$ cat src/rtl/canny_accel_acc_round_sat.sv
// Sums TAPS unsigned multiplier products per pixel, round-shifts and saturates the sum,
// and hands pixels downstream through a 2-entry valid/ready buffer with backpressure.
module canny_accel_acc_round_sat #(
    parameter int P_W   = 27,
    parameter int TAPS  = 3,
    parameter int SHIFT = 11,
    parameter int ROUND = 1,
    parameter int OUT_W = 8,
    parameter int ACC_W = P_W + 2
) (
    input  logic             ap_clk,
    input  logic             ap_rst_n,
    input  logic             clr,
    input  logic [P_W-1:0]   p_data,
    input  logic             p_valid,
    output logic             p_ready,
    output logic [OUT_W-1:0] m_data,
    output logic             m_valid,
    input  logic             m_ready,
    output logic             sat_flag,
    output logic             busy
);

    localparam logic [1:0]     LAST_TAP = 2'(TAPS - 1);
    localparam logic [ACC_W:0] RND_BIAS = (ROUND != 0) ? ((ACC_W+1)'(1) << (SHIFT - 1)) : '0;
    localparam logic [ACC_W:0] PIX_MAX  = (ACC_W+1)'((1 << OUT_W) - 1);

    // One guard bit above the sum so the rounding bias can never wrap.
    function automatic logic [ACC_W:0] round_shift(input logic [ACC_W-1:0] sum);
        logic [ACC_W:0] v;
        v = {1'b0, sum} + RND_BIAS;
        return v >> SHIFT;
    endfunction

    // Returns {clamped, pixel}.
    function automatic logic [OUT_W:0] saturate(input logic [ACC_W:0] r);
        if (r > PIX_MAX)
            return {1'b1, {OUT_W{1'b1}}};
        return {1'b0, r[OUT_W-1:0]};
    endfunction

    logic [1:0]       r_tap_cnt_p0;
    logic [ACC_W-1:0] r_acc_p0;
    logic [OUT_W-1:0] r_head_p1;
    logic [OUT_W-1:0] r_tail_p1;
    logic [1:0]       r_count_p1;
    logic             r_sat_p1;

    logic             w_accept;
    logic             w_last;
    logic             w_pop;
    logic [ACC_W-1:0] w_sum;
    logic [ACC_W:0]   w_rs;
    logic [OUT_W:0]   w_sat_pix;

    assign p_ready   = (r_count_p1 != 2'd2);
    assign w_accept  = p_valid && p_ready && !clr;
    assign w_last    = w_accept && (r_tap_cnt_p0 == LAST_TAP);
    assign w_pop     = (r_count_p1 != 2'd0) && m_ready;
    assign w_sum     = ((r_tap_cnt_p0 == 2'd0) ? '0 : r_acc_p0) + ACC_W'(p_data);
    assign w_rs      = round_shift(w_sum);
    assign w_sat_pix = saturate(w_rs);

    // Stage p0: tap counter and running sum
    always_ff @(posedge ap_clk or negedge ap_rst_n) begin
        if (!ap_rst_n) begin
            r_tap_cnt_p0 <= 2'd0;
            r_acc_p0     <= '0;
        end else if (clr) begin
            r_tap_cnt_p0 <= 2'd0;
            r_acc_p0     <= '0;
        end else if (w_accept) begin
            r_acc_p0     <= w_sum;
            r_tap_cnt_p0 <= w_last ? 2'd0 : r_tap_cnt_p0 + 2'd1;
        end
    end

    // Stage p1: output buffer head, occupancy and sticky saturation
    always_ff @(posedge ap_clk or negedge ap_rst_n) begin
        if (!ap_rst_n) begin
            r_head_p1  <= '0;
            r_count_p1 <= 2'd0;
            r_sat_p1   <= 1'b0;
        end else begin
            if (clr)
                r_sat_p1 <= 1'b0;
            else if (w_last && w_sat_pix[OUT_W])
                r_sat_p1 <= 1'b1;

            case ({w_last, w_pop})
                2'b10: begin
                    if (r_count_p1 == 2'd0)
                        r_head_p1 <= w_sat_pix[OUT_W-1:0];
                    r_count_p1 <= r_count_p1 + 2'd1;
                end
                2'b01: begin
                    r_head_p1  <= r_tail_p1;
                    r_count_p1 <= r_count_p1 - 2'd1;
                end
                2'b11: begin
                    r_head_p1 <= (r_count_p1 == 2'd1) ? w_sat_pix[OUT_W-1:0] : r_tail_p1;
                end
                default: ;
            endcase
        end
    end

    // The second slot is only ever read while occupied, so it needs no reset.
    always_ff @(posedge ap_clk) begin
        if (w_last && ((r_count_p1 == 2'd1 && !w_pop) || (r_count_p1 == 2'd2 && w_pop)))
            r_tail_p1 <= w_sat_pix[OUT_W-1:0];
    end

    assign m_data   = r_head_p1;
    assign m_valid  = (r_count_p1 != 2'd0);
    assign sat_flag = r_sat_p1;
    assign busy     = (r_tap_cnt_p0 != 2'd0) || (r_count_p1 != 2'd0);

endmodule

$ cat config.mk
export PLATFORM = sky130hd
export DESIGN_NAME = canny_accel_acc_round_sat
export DESIGN_NICKNAME = d
export VERILOG_FILES = /design/src/rtl/canny_accel_acc_round_sat.sv
export SDC_FILE = /design/constraint.sdc
export NUM_CORES = 1
export LEC_CHECK = 0
export ABC_AREA = 1
export BUFFER_PORTS_ARGS = -buffer_cell sky130_fd_sc_hd__buf_2
export CAP_MARGIN = 10
export CORE_UTILIZATION = 51
export CTS_CLUSTER_SIZE = 25
export DETAILED_ROUTE_END_ITERATION = 10
export PLACE_DENSITY = 0.67
export SYNTH_ARGS = -nofsm -noshare
export SYNTH_HDL_FRONTEND = slang
export SYNTH_SLANG_ARGS = --single-unit
export TNS_END_PERCENT = 50
$ cat constraint.sdc
create_clock -name ap_clk -period 9.6 [get_ports ap_clk]
set_input_delay 0.96 -clock ap_clk [delete_from_list [all_inputs] [get_ports ap_clk]]
set_output_delay 0.96 -clock ap_clk [all_outputs]
set_load 0.1 [all_outputs]
Word-level counts from Yosys, hierarchy flattened
Cells that the tools add are included.
Widths: inputs -> output; s select.
- flip-flop bits (word level): 50
- bits of input ports: 32
- output and inout port bits: 12
- logic and storage cells: 56
- add/subtract/negate cells: 5
- order comparisons: 1
- equal/unequal tests: 8
- muxes and demuxes: 15
- reduce and logical (&&, ||, !) cells: 21
- operators by type and width (operator ; count):
    $mux 29 ; 3
    $add 29x11->30 const B ; 1
    $add 29x27->29 ; 1
    $pmux 8 s3 ; 1
    $gt 19x8->1 const B ; 1
    $mux 9 ; 2
    $mux 8 ; 2
    $reduce_bool 2->1 ; 5
    $eq 2x2->1 const B ; 4
    $logic_and 1x1->1 ; 8
    $mux 2 ; 3
    $add 2x1->2 const B ; 2
    $eq 2x1->1 const B ; 2
    $logic_not 2->1 ; 2
    $ne 2x2->1 const B ; 2
    $pmux 2 s2 ; 1
    $mux 1 ; 3
    $reduce_bool 3->1 ; 1
    $logic_not 1->1 ; 2
    $logic_or 1x1->1 ; 2
    $reduce_and 2->1 ; 1
    $sub 2x1->2 const B ; 1

Longest topological paths before layout
Gate-level depths: netlist (run 1).
- depth in word-level cells: 10
- depth in mapped cells: 27
- gate-level depth less buffers: 25

Worst setup path before layout (run 1)
OpenSTA, ideal clock, no wires.
- path type: reg-to-reg
- from: reg r_tap_cnt_p0[0]
- to: reg r_tail_p1[1] (data pin)
- setup time: 257 ps
- arrival: 3620 ps
- required time: 9343 ps
- path slack: 5722 ps
- cell stages (with the launch flop): 27
- buffers on the path: 2
- period minus slack after synthesis: 3878 ps
- cell sequence: dfrtp_1 -> nor2_1 -> clkbuf_1 -> clkbuf_1 -> nor2_1 -> ha_1 -> nand2_2 -> inv_1 -> nand2_1 -> nand2_1 -> inv_1 -> nand3_2 -> nand2_1 -> inv_1 -> nor2_1 -> ha_1 -> nand3_1 -> nor3_4 -> nand3_1 -> nor2_2 -> nand2_1 -> nand2_1 -> nand2_1 -> nor2_4 -> nand2_2 -> clkinv_2 -> nand2_1
- cells in the longest elaborated chain, start to end: 7
- ends and longest elaborated chain (item ; line ; text):
    from (decl) ; 42 ; logic [1:0] r_tap_cnt_p0;
    from (signal assigned) ; 74 ; r_tap_cnt_p0 <= w_last ? 2'd0 : r_tap_cnt_p0 + 2'd1;
    $logic_not 2->1 (*) ; 60 ; assign w_sum = ((r_tap_cnt_p0 == 2'd0) ? '0 : r_acc_p0) + ACC_W'(p_data);
    $mux 29 (*) ; 60 ;
    $add 29x27->29 (*) ; 60 ;
    $add 29x11->30 (*) ; 31 ; v = {1'b0, sum} + RND_BIAS;
    $gt 19x8->1 ; 37 ; if (r > PIX_MAX)
    $mux 1 ; 37 ;
    $mux 9 (*) ; 39 ; return {1'b0, r[OUT_W-1:0]};
    net w_sat_pix[1] ; 54 ; logic [OUT_W:0] w_sat_pix;
    to (signal assigned) ; 111 ; r_tail_p1 <= w_sat_pix[OUT_W-1:0];
    to (decl) ; 45 ; logic [OUT_W-1:0] r_tail_p1;
Mark *: on every way through the listed nets, which the timed path passes. The rest lies on a longest branch.
A chain may end at the register's enable or synchronous reset.

Worst setup path after layout (run 1)
- from: reg r_tap_cnt_p0[0]
- to: reg r_tail_p1[3] (data pin)
Same word-level chain as after synthesis.

==> impl_metrics.toml, run 1 <==
[status]
status = "completed"

[finish]
nets = 908
fin_area_mm2 = 0.00530
syn2layout_area_growth_pct = 9.23
final_util_pct = 57.4
drive_gt1_share_pct = 8.78
diodes = 0
nFillCells = 966

[placement]
gp_congestion = 0.929
port_buffers = 43
hpwl_um = 10400
placed_cell_area_mm2 = 0.00519

[route]
met1_length_um = 6090
firstDrtPassIters = 5
wl_per_cell_um = 13.5
via_count = 5062
route.detailed.drc = 0
dr_wl_met3_um = 642
routed_wl_um = 13100
wl_met2_um = 6120
routed_via_density = 5.21
ant_nets = 0
top_layer_used = "met4"
drt_iter0_markers = 184

[timing]
slew_headroom_pct = 20.1
worst_pin_slew_ns = 1.20
maxSlewViolCount = 0
fmax_ghz = 0.232
hold_violations = 0
timing.final.crit_share_pct = 44.9
whs_ns = 0.482
post-route-min-period_ns = 4.31
tns_ns = 0
rsz0062_at_grt = "no"
setup_viol = 0
skew_ns = 0.00884

[power]
power_w = 0.00104
p_per_area_mw_per_mm2 = 197
max-vdd-ir-drop_mv = 0.186
p_leak_nw = 2.91

[critical_path]
path_cells = "nor2_2, buf_4, nor2_1, ha_1, inv_1, fa_1, inv_1, nand3_1, nand3_2, xor2_1, ha_1, nand3_1, nor3_4, nand3_1, nor2_2, nand2_1, nand2_1, nand2_1, nor2_4, nand2_2, clkinv_2, nand2_1"
critical-path-slowest-cell = "dfrtp_1"
arrival_ns = 4.37
cp-end-kind = "register"
cp.required_ns = 9.66
worstSetupStartpointType = "register"
max_stage_delay_ns = 0.48
cp_num_buf_inv = 4
cp_max_fo = 30
critPathTopFamily = "simple AND/OR/NAND/NOR gates"
critPathMostFrequentCell = "nand2_1"
critPathKind = "register to register"

[synthesis]
syn_avg_cell_area_um2 = 6.04
synthesis.instances = 804
yosysSeqAreaShare_pct = 26.6
ys_seq_elements = 50
syn_nets = 870
synth_cell_types = 35
yosys_warnings = 0
synth_area_mm2 = 0.00485

[global_routing]
grt_pass1_wl_um = 22500
grt_pass1_vias = 4802
grt_overflow = 0
track_usage_pct = 28.7
grt_max_degree = 43
antenna_found_initial = 0

[floorplanning]
start_util_pct = 52.5
core_mm2 = 0.00924
die_width_um = 99.6
io_pins = 44
die_area_mm2 = 0.00991
fp-row-count = 35
dieHeight_um = 99.6

[cts]
cts.htree.levels = 2
root_buffer = "clkbuf_8"
clk_latency_ns = 0.31
cts_sinks = 50
cts_tree = "done"
cts_buffers = 5
clkTransAtPathRegs_ns = 0.10
post_cts_resized = 0
clockBufferDepth = 2
post_cts.repair.setup_buffers = 0
cts_hold_repair.buffers = 0

[run]
max_cap_viol_count = 0

[hold_path]
min_path_type = "register to register"
cells by family (layout without fill, tap and decap cells):
| family | after synthesis | count (layout) | synth area share [%] |
|---|---|---|---|
| and+or+nand+nor | 463 | 463 | 40.2 |
| buffers and inverters | 155 | 194 | 12.0 |
| AOI/OAI and AO/OA | 92 | 92 | 10.5 |
| DFF | 50 | 50 | 26.6 |
| adders and majority gates | 34 | 34 | 8.92 |
| xor gates and xnor gates | 10 | 10 | 1.80 |
cell usage in the layout, fill, tap and decap left out, types with 5 or more instances in the layout:
| cell | Yosys | final |
|---|---|---|
| dfrtp_1 | 42 | 42 |
| buf_2 | 0 | 43 |
| clkbuf_8 | 0 | 5 |
| o22ai_1 | 20 | 20 |
| nand2_1 | 286 | 286 |
| xor2_1 | 8 | 8 |
| nor2_2 | 5 | 6 |
| nand4_1 | 16 | 16 |
| a31oi_1 | 9 | 9 |
| nor3_1 | 6 | 6 |
| inv_1 | 138 | 138 |
| o21ai_0 | 32 | 32 |
| a21oi_1 | 25 | 25 |
| nor2_1 | 81 | 80 |
| nand3_1 | 49 | 49 |
| nand2_2 | 6 | 6 |
| ha_1 | 33 | 33 |
| edfxtp_1 | 8 | 8 |
per-layer routing:
layer / GRT usage (%) / vias to the layer above
li1: - / 2608
met4: 7.69 / 0
met3: 3.37 / 17
met2: 50.2 / 143
met1: 37.5 / 2294
met5: 0 / -
final cells by class:
| type | instances | area [um2] | area share (%) |
|---|---|---|---|
| sequential | 50 | 1290 | 24.4 |
| clock inverter | 2 | 37.5 | 0.708 |
| multi-input combinational | 599 | 2980 | 56.3 |
| timing repair buffer | 44 | 223 | 4.20 |
| clock buffer | 6 | 72.6 | 1.37 |
| inverter | 142 | 534 | 10.1 |
| tap | 129 | 161 | 3.04 |
state kept, by name, summed over array words and instances (netlist names):
register / flops
r_acc_p0: 29
m_data: 8
r_tail_p1: 8
r_count_p1: 2
r_tap_cnt_p0: 2
sat_flag: 1
per-stage QoR:
stage          std cells  setup WS [ns]
2_1_floorplan        804           5.72
3_3_place_gp         964           5.20
3_5_place_dp         964           5.18
4_1_cts              972           5.26
5_1_grt              972           4.83
6_report             972           5.29
cell usage after synthesis:
cell	count	share of area, %
o211ai_1	1	0.15
and2_1	3	0.39
a21o_1	1	0.15
xnor2_1	2	0.36
clkinv_2	1	0.10
inv_1	138	11
o22ai_1	20	2.6
nand3_2	3	0.62
nand2_2	6	0.77
nor4_1	1	0.13
nand3_1	49	5.1
dfrtp_1	42	22
edfxtp_1	8	4.9
nand2_1	286	22
nor2_1	81	6.3
or2_2	1	0.13
nor2_2	5	0.64
and3_1	1	0.13
clkinv_1	2	0.15
ha_1	33	8.5
nand4_1	16	2.1
o21ai_1	1	0.10
nor2_4	3	0.70
a31oi_1	9	1.2
o21ai_0	32	3.3
a211oi_1	1	0.15
a21oi_1	25	2.6
clkbuf_1	13	1.0
inv_2	1	0.077
nor3_1	6	0.62
fa_1	1	0.41
o21bai_1	2	0.31
nor3_4	1	0.34
nand3b_2	1	0.23
xor2_1	8	1.4
tightest hold or removal path, delay by kind of cell, from the launching register on:
| family | cells | cell delay [ns] |
|---|---|---|
| flops | 1 | 0.35 |
| simple gates | 2 | 0.10 |
power by group:
part / leakage, nW / switching (W) / internal (W) / total (W)
Clock: 0.0514 / 0.0000777 / 0.0000780 / 0.000156
Combinational: 2.21 / 0.000468 / 0.000141 / 0.000608
Sequential: 0.641 / 0.0000207 / 0.000259 / 0.000280
Total: 2.91 / 0.000566 / 0.000478 / 0.00104
final timing paths:
kind	startpoint	to	slack [ns]	cells after the start
hold reg to reg	m_data[2]	m_data[2]	0.48	2
hold / removal	m_data[2]	m_data[2]	0.48	2
min in group asynchronous	ap_rst_n	m_data[1]	0.82	1
setup / recovery	r_tap_cnt_p0[0]	r_tail_p1[3]	5.29	22
max in group asynchronous	ap_rst_n	r_acc_p0[19]	8.16	1
setup reg to reg	r_tap_cnt_p0[0]	r_tail_p1[3]	5.29	22
No activity file was read; power rests on OpenSTA's default activity.
==> run 2, diff against run 1 <==
- PLACE_DENSITY: 0.67 -> 0.7
- clock period: 9.6 -> 3.8 ns (I/O delays scaled with it)
==> impl_metrics.toml, run 2 (same netlist as run 1, synthesis figures left out) <==
[route]
wl_per_cell_um = 14.7
drt_iter0_markers = 284
firstDrtPassIters = 6
ant_nets = 0
via_count = 5247
routed_via_density = 5.24
routed_wl_um = 14700
route.detailed.drc = 0

[floorplanning]
die_width_um = 99.6
io_pins = 44
fp-row-count = 35
dieHeight_um = 99.6
core_mm2 = 0.00924
die_area_mm2 = 0.00991
start_util_pct = 52.5

[cts]
root_buffer = "clkbuf_8"
cts_sinks = 50
cts_buffers = 5
cts_tree = "done"
clkTransAtPathRegs_ns = 0.12
cts_hold_repair.buffers = 0
clockBufferDepth = 2
clk_latency_ns = 0.32
cts.htree.levels = 2

[critical_path]
rr_worst_depth = 24
cp_max_fo = 9
worstSetupStartpointType = "register"
r2r_end = "r_tail_p1[6]"
r2r_slack_ns = 0.19
cp-end-kind = "register"
timing.rr.start = "r_tap_cnt_p0[0]"
critPathKind = "register to register"
cp.required_ns = 3.88
arrival_ns = 3.69

[timing]
maxSlewViolCount = 0
whs_ns = 0.208
timing.final.crit_share_pct = 95.1
fmax_ghz = 0.277
post-route-min-period_ns = 3.61
tns_ns = 0
slew_headroom_pct = 28.4
setup_viol = 0
hold_violations = 0
worst_pin_slew_ns = 1.07
skew_ns = 0.0134

[power]
power_w = 0.00291
p_per_area_mw_per_mm2 = 487
max-vdd-ir-drop_mv = 0.356
p_leak_nw = 3.12

[run]
max_cap_viol_count = 0

[finish]
syn2layout_area_growth_pct = 23.1
drive_gt1_share_pct = 21.6
largest_reg_flops = 29
nFillCells = 858
nets = 937
final_util_pct = 64.7
diodes = 0
mostFrequentLayoutCells = "nand2_1, inv_1, nor2_1"
top_register = "r_acc_p0"
mostFrequentLayoutCell = "nand2_1"

[hold_path]
min_path_type = "input pin to asynchronous set/reset pin"

[placement]
gp_congestion = 0.967
port_buffers = 43
hpwl_um = 10800

[global_routing]
grt_pass1_vias = 4820
grt_max_degree = 43
antenna_found_initial = 0
track_usage_pct = 28.8
grt_overflow = 0
grt_pass1_wl_um = 22400

[status]
status = "completed"
## run 2: worst max-delay path: stages, from the launching register on
cell and delay, ns:
dfrtp_1 0.43, nor2_4 0.27, buf_12 0.17, nor2_1 0.05, ha_2 0.36, nand2_2 0.12, buf_4 0.17, nor2_4 0.13
nand2_2 0.08, clkinv_1 0.05, nand2_1 0.10, nand2_1 0.11, nand2_1 0.07, nand2_2 0.10, nand2_4 0.08, nor3_4 0.28
nand3_2 0.12, nor2_4 0.14, nand2_1 0.05, nand2_1 0.07, nand2_2 0.06, nor2_4 0.13, nand2_2 0.06, clkinv_2 0.10
nand2_1 0.07
## run 2: how the worst max path moves through the flow
stage                                from            to  slack [ns]  cells after the start
after floorplan           r_tap_cnt_p0[0]  r_tail_p1[7]      0.0002                     26
after global placement    r_tap_cnt_p0[0]  r_tail_p1[7]        0.16                     23
after detailed placement  r_tap_cnt_p0[0]  r_tail_p1[7]        0.09                     22
after CTS                 r_tap_cnt_p0[0]  r_tail_p1[7]        0.06                     22
after global routing      r_tap_cnt_p0[0]     m_data[0]       -0.08                     26
final                     r_tap_cnt_p0[0]  r_tail_p1[6]        0.19                     24
## run 2: cell type report
class	instances	area (um2)	share of cell area (%)
tap	129	161	2.70
timing repair buffer	73	495	8.29
clock buffer	5	68.8	1.15
inverter	142	534	8.94
sequential	50	1290	21.6
multi-input combinational	599	3380	56.6
clock inverter	3	43.8	0.733
## run 2: where the power goes
part / switching (W) / total (W) / leakage [nW] / internal, W
registers: 0.0000500 / 0.000705 / 0.641 / 0.000655
logic: 0.00129 / 0.00179 / 2.42 / 0.000499
clock network: 0.000216 / 0.000415 / 0.0585 / 0.000198
## run 2: routing by layer
layer / part of all wire [%] / routed length [um] / GRT usage, %
met5: 0 / 0 / 0
met3: 4.4 / 640 / 3.16
met2: 47 / 6960 / 51.1
met1: 44 / 6510 / 36.6
met4: 4.0 / 581 / 9.16
## run 2: through the flow
stage,std cells,cell area (um2),worst slack [ns]
after floorplan,804,4860,0.000249
after global placement,975,5290,0.161
after detailed placement,975,5290,0.0910
after CTS,983,5400,0.0630
after global routing,1001,5980,-0.0816
final,1001,5980,0.186
## run 2: what timing repair did
item                                    in CTS  in global routing
endpoints found under the setup margin       0                 17
resized for setup                            0                108
setup buffers                                0                 16
endpoints found under the hold margin        0                  0
